File: src/rtl/risc8_fetch.sv
// risc8_fetch: instruction fetch unit with two-word assembler
// and a 2-entry instruction FIFO feeding the decoder.
module risc8_fetch #(
   parameter int unsigned        PC_BITS      = 16,
   parameter logic [PC_BITS-1:0] RESET_VECTOR = '0
) (
   input  logic               clk,
   input  logic               reset,
   output logic [PC_BITS-1:0] pmem_addr,
   output logic               pmem_re,
   input  logic [15:0]        pmem_rdata,
   output logic               out_valid,
   input  logic               out_ready,
   output logic [15:0]        opcode,
   output logic [15:0]        opcode2,
   output logic               two_word,
   output logic [PC_BITS-1:0] pc,
   output logic [PC_BITS-1:0] pc_next,
   input  logic               redirect_valid,
   input  logic [PC_BITS-1:0] redirect_addr
);

   localparam logic [PC_BITS-1:0] ONE = {{(PC_BITS-1){1'b0}}, 1'b1};
   localparam logic [PC_BITS-1:0] TWO = {{(PC_BITS-2){1'b0}}, 2'b10};

   typedef enum logic {W1, W2} asm_e;

   typedef struct packed {
      logic [15:0]        op;
      logic [15:0]        op2;
      logic               tw;
      logic [PC_BITS-1:0] pc;
   } entry_t;

   entry_t             fifo_q [2];
   entry_t             fifo_d [2];
   logic               rd_ptr_q, rd_ptr_d;
   logic               wr_ptr_q, wr_ptr_d;
   logic [1:0]         count_q, count_d;
   asm_e               state_q, state_d;
   logic               pend_q, pend_d;
   logic [PC_BITS-1:0] pend_pc_q, pend_pc_d;
   logic [PC_BITS-1:0] fetch_addr_q, fetch_addr_d;
   logic [PC_BITS-1:0] lat_pc_q, lat_pc_d;
   logic [15:0]        lat_op_q, lat_op_d;

   logic               pop;
   logic               push;
   logic               inflight;
   logic               issue;
   logic [2:0]         occ;
   entry_t             new_e;
   entry_t             head;

   function automatic logic is_two(input logic [15:0] w);
      logic lds_sts;
      logic jmp_call;
      lds_sts  = (w[15:9] == 7'b1001000 || w[15:9] == 7'b1001001)
                 && w[3:0] == 4'b0000;
      jmp_call = (w[15:9] == 7'b1001010) && (w[3:2] == 2'b11);
      return lds_sts || jmp_call;
   endfunction

   // Present the FIFO head; fields read as zero when nothing is valid
   always_comb begin
      head      = fifo_q[rd_ptr_q];
      out_valid = !reset && (count_q != 2'd0);
      opcode    = '0;
      opcode2   = '0;
      two_word  = 1'b0;
      pc        = '0;
      pc_next   = '0;
      if (out_valid) begin
         opcode   = head.op;
         opcode2  = head.op2;
         two_word = head.tw;
         pc       = head.pc;
         pc_next  = head.pc + (head.tw ? TWO : ONE);
      end
   end

   // Assembler FSM, FIFO bookkeeping, read issue and redirect handling
   always_comb begin
      fifo_d       = fifo_q;
      rd_ptr_d     = rd_ptr_q;
      wr_ptr_d     = wr_ptr_q;
      state_d      = state_q;
      pend_d       = 1'b0;
      pend_pc_d    = pend_pc_q;
      fetch_addr_d = fetch_addr_q;
      lat_pc_d     = lat_pc_q;
      lat_op_d     = lat_op_q;
      push         = 1'b0;
      new_e        = '0;
      pmem_re      = 1'b0;
      pmem_addr    = fetch_addr_q;

      pop      = out_valid && out_ready;
      inflight = pend_q || (state_q == W2);
      occ      = {1'b0, count_q} + {2'b00, inflight} - {2'b00, pop};
      issue    = !reset && (occ < 3'd2);

      if (pend_q) begin
         if (state_q == W2) begin
            new_e.op  = lat_op_q;
            new_e.op2 = pmem_rdata;
            new_e.tw  = 1'b1;
            new_e.pc  = lat_pc_q;
            push      = 1'b1;
            state_d   = W1;
         end else if (is_two(pmem_rdata)) begin
            lat_op_d = pmem_rdata;
            lat_pc_d = pend_pc_q;
            state_d  = W2;
         end else begin
            new_e.op  = pmem_rdata;
            new_e.op2 = 16'h0000;
            new_e.tw  = 1'b0;
            new_e.pc  = pend_pc_q;
            push      = 1'b1;
         end
      end

      if (pop) rd_ptr_d = ~rd_ptr_q;
      if (push) begin
         fifo_d[wr_ptr_q] = new_e;
         wr_ptr_d         = ~wr_ptr_q;
      end
      count_d = count_q + {1'b0, push} - {1'b0, pop};

      if (issue) begin
         pmem_re      = 1'b1;
         pend_d       = 1'b1;
         pend_pc_d    = fetch_addr_q;
         fetch_addr_d = fetch_addr_q + ONE;
      end

      // A redirect flushes everything, including the word returning now
      if (redirect_valid && !reset) begin
         state_d      = W1;
         count_d      = 2'd0;
         rd_ptr_d     = 1'b0;
         wr_ptr_d     = 1'b0;
         pmem_re      = 1'b1;
         pmem_addr    = redirect_addr;
         pend_d       = 1'b1;
         pend_pc_d    = redirect_addr;
         fetch_addr_d = redirect_addr + ONE;
      end
   end

   // State registers with synchronous reset
   always_ff @(posedge clk) begin
      if (reset) begin
         fifo_q[0]    <= '0;
         fifo_q[1]    <= '0;
         rd_ptr_q     <= 1'b0;
         wr_ptr_q     <= 1'b0;
         count_q      <= 2'd0;
         state_q      <= W1;
         pend_q       <= 1'b0;
         pend_pc_q    <= '0;
         fetch_addr_q <= RESET_VECTOR;
         lat_pc_q     <= '0;
         lat_op_q     <= '0;
      end else begin
         fifo_q       <= fifo_d;
         rd_ptr_q     <= rd_ptr_d;
         wr_ptr_q     <= wr_ptr_d;
         count_q      <= count_d;
         state_q      <= state_d;
         pend_q       <= pend_d;
         pend_pc_q    <= pend_pc_d;
         fetch_addr_q <= fetch_addr_d;
         lat_pc_q     <= lat_pc_d;
         lat_op_q     <= lat_op_d;
      end
   end

endmodule

File: config.mk
export PLATFORM = sky130hd
export DESIGN_NAME = risc8_fetch
export DESIGN_NICKNAME = d
export VERILOG_FILES = /design/src/rtl/risc8_fetch.sv
export SDC_FILE = /design/constraint.sdc
export NUM_CORES = 1
export LEC_CHECK = 0
export BUFFER_PORTS_ARGS = -buffer_cell sky130_fd_sc_hd__buf_2
export CELL_PAD_IN_SITES_DETAIL_PLACEMENT = 1
export CELL_PAD_IN_SITES_GLOBAL_PLACEMENT = 2
export CORE_UTILIZATION = 31
export DETAILED_ROUTE_END_ITERATION = 12
export PLACE_DENSITY_LB_ADDON = 0.1
export SKIP_CTS_REPAIR_TIMING = 1
export SLEW_MARGIN = 10
export SYNTH_ARGS = -nofsm -noshare
export SYNTH_HDL_FRONTEND = slang
export SYNTH_SLANG_ARGS = --single-unit
File: constraint.sdc
create_clock -name clk -period 3.6 [get_ports clk]
set_input_delay 0.54 -clock clk [delete_from_list [all_inputs] [get_ports clk]]
set_output_delay 0.54 -clock clk [all_outputs]
set_load 0.005 [all_outputs]
==> results.py <==
metrics = {
    "synth": {
        "syn_inst": 1032,
        "avgSynthCellArea_um2": 8.09,
        "synthTopCellsByArea": "dfxtp_1 40%, mux2i_1 8.0%, nor2_1 6.6%, a221oi_1 6.0%, nand2_1 5.8%",
        "synth_most_common_cell": "dfxtp_1",
        "synth_edf_count": 0,
        "synth_seq_cells": 168,
        "synth-simple-area-share_pct": 25.6,
        "syn_area_mm2": 0.00835,
        "synth_compound_area_share_pct": 15.9,
        "synth.distinct_cells": 59,
        "synth_top_flop_cell": "dfxtp_1",
        "synth.area.mux_share_pct": 9.29,
        "synth_fa_ha_area_share_pct": 1.38,
        "synth_area_leader_cell": "dfxtp_1",
        "yosysWarnings": 0,
        "synth_fp_nets": 1076,
        "ys_async_sr_fraction_pct": 0,
        "synth-seq-area-share_pct": 40.3,
        "synth_xor_xnor_area_share_pct": 2.10,
        "synth_common_cells": "168 x dfxtp_1, 146 x nor2_1, 128 x nand2_1",
        "synth_top_family_by_area": "simple AND/OR/NAND/NOR gates",
        "yosysTopAreaCellShare_pct": 40.3,
    },
    "clock_tree": {
        "clk-insertion-delay-late_ps": 430,
        "htreeDepth": 4,
        "cts_tree": "built",
        "root_buffer": "clkbuf_16",
        "cts_sinks": 168,
        "cts_buffers": 17,
        "path_clk_slew_ps": 70,
        "clockBufferDepth": 2,
    },
    "floorplanning": {
        "core_mm2": 0.0262,
        "fp-row-count": 59,
        "initial_core_util_pct": 31.9,
        "die_w_um": 166,
        "dieHeight_um": 166,
        "boundaryPins": 119,
        "die-area_mm2": 0.0276,
    },
    "timing": {
        "fin_crit_ps": 3500,
        "fmax_mhz": 285,
        "setup_ws_ps": 96.9,
        "relSlewSlack_pct": 41.8,
        "slew_viol_final": 0,
        "clock_skew_ps": 10.9,
        "period_share_pct": 97.3,
        "rsz0062_at_grt": "true",
        "hold_viol": 0,
        "setup_violations": 0,
        "worstMarginPinSlew_ps": 874,
    },
    "power": {
        "ir_drop_mv": 0.325,
        "p_leak_nw": 3.85,
        "power_density_mw_per_mm2": 459,
    },
    "route": {
        "drt-total-wl_um": 26600,
        "ant_nets": 0,
        "vias_per_cell": 5.23,
        "dr.pass1.iters": 8,
        "first_iter_violations": 528,
        "drc": 7,
        "wl_per_cell_um": 18.1,
        "vias": 7673,
    },
    "finish": {
        "stdcell_count": 1467,
        "diodes": 0,
        "fin_nets": 1163,
        "drive_above_1_share_pct": 19.0,
        "final_util_pct": 38.0,
        "syn_to_final_growth_pct": 19.4,
    },
    "placement": {
        "dp_worst_setup_slack_ps": 128,
        "dp_hpwl_um": 17700,
        "io_buffers": 118,
        "place.gp.congestion": 0.770,
        "dp_cells": 1435,
    },
    "critical_path": {
        "crit_type": "flop to primary output",
        "cp.arrival_ps": 2960,
        "cp.required_ps": 3060,
        "critPathLaunchType": "flop",
        "end_kind": "primary output",
        "reg2reg_depth": 12,
        "cp_max_fo": 16,
    },
    "grt": {
        "grt_max_degree": 185,
        "antenna_found_initial": 0,
        "grt_remaining_overflow": 0,
        "grt_pass1_vias": 7378,
        "grt_pass1_wl_um": 42500,
        "grt_usage_pct": 19.4,
    },
    "flow_run": {
        "max_cap_viol_count": 0,
    },
    "run_status": {
        "status": "finished, violations left",
        "violations": "design-rule violations",
    },
    "min_path": {
        "min_path_type": "input port to flop",
        "holdPathStages": 2,
    },
}
-- report_power, final --
part,switching [W],total [W],internal [W],leakage (nW)
Combinational,0.000389,0.000619,0.000230,2.19
Clock,0.000826,0.00193,0.00111,0.289
Sequential,0.0000731,0.00202,0.00194,1.37
-- metrics by stage --
step	hold slack, ps	area, µm²	TNS [ps]	total power, W
floorplan	436	8350	0	0.00244
global placement	441	9330	0	0.00268
detailed placement	448	9330	0	0.00268
CTS	296	9940	-167	0.00463
global route	322	9970	-54.3	0.00479
finish	320	9970	0	0.00457
-- cell type report --
class,instances,area (µm²)
fillers,3137,16200
multi-input cells,759,4590
flip-flops and latches,168,3370
repair buffers,154,905
clock buffers,18,429
well taps,335,419
clock inverters,14,183
inverters,19,71.3
-- registers in the layout, summed over array words and instances, names as in the netlist --
| register | flops |
|---|---|
| fifo_q | 98 |
| lat_pc_q | 16 |
| fetch_addr_q | 16 |
| pend_q | 1 |
| pend_pc_q | 16 |
| count_q | 2 |
| lat_op_q | 16 |
| wr_ptr_q | 1 |
| state_q | 1 |
| rd_ptr_q | 1 |
-- cell families after synthesis --
| family | Yosys count |
|---|---|
| adder cells (fa/ha/maj) | 8 |
| AO/OA/AOI/OAI | 189 |
| XOR/XNOR | 20 |
| AND/OR/NAND/NOR | 466 |
| buffers and inverters | 105 |
| multiplexers | 76 |
| flip-flops | 168 |
-- cell usage in the layout (no fill, tap or decap), types with 3 or more instances in the layout --
| cell | netlist | layout |
|---|---|---|
| dfxtp_1 | 168 | 166 |
| nor2_1 | 146 | 146 |
| nand2_1 | 128 | 128 |
| buf_2 | 25 | 117 |
| a21oi_1 | 73 | 71 |
| nor3_1 | 70 | 70 |
| mux2i_1 | 67 | 66 |
| a221oi_1 | 57 | 57 |
| nand3_1 | 49 | 49 |
| buf_4 | 2 | 33 |
| inv_1 | 19 | 19 |
| a211oi_1 | 17 | 17 |
| xnor2_1 | 18 | 17 |
| clkbuf_16 | 0 | 17 |
| nand3b_1 | 15 | 15 |
| o21ai_0 | 13 | 13 |
| and3_1 | 12 | 12 |
| mux2_2 | 8 | 8 |
| and2_1 | 9 | 7 |
| nor2b_1 | 7 | 6 |
| ha_1 | 6 | 6 |
| inv_6 | 0 | 6 |
| nor3b_1 | 5 | 5 |
| nand2b_1 | 4 | 4 |
| nand4_1 | 4 | 4 |
| or2_2 | 3 | 3 |
| nor4_1 | 3 | 3 |
| a31oi_1 | 3 | 3 |
| a32oi_1 | 3 | 3 |
| clkinvlp_4 | 0 | 3 |
| bufinv_16 | 0 | 3 |
| buf_12 | 0 | 3 |
-- final timing paths --
kind / startpoint / end / slack [ps]
setup / recovery: rd_ptr_q / pc_next[14] / 100
setup reg to reg: count_q[1] / fetch_addr_q[14] / 680
hold reg to reg: fifo_q[44] / fifo_q[44] / 460
hold / removal: redirect_addr[0] / fetch_addr_q[0] / 320
-- worst max-delay path, cell delays in order (launching register included) --
cell and delay [ps]:
dfxtp_4 520, mux2_2 420, ha_1 240, fa_1 490, and4_1 260, nand4_1 140
mux2_2 340, buf_2 130
-- metal layers --
layer	wire, µm	track usage, %
met2	11300	28.3
met1	14200	29.7
met4	121	4.14
met3	1010	3.17
met5	0	0
No activity file was read; power rests on OpenSTA's default activity.
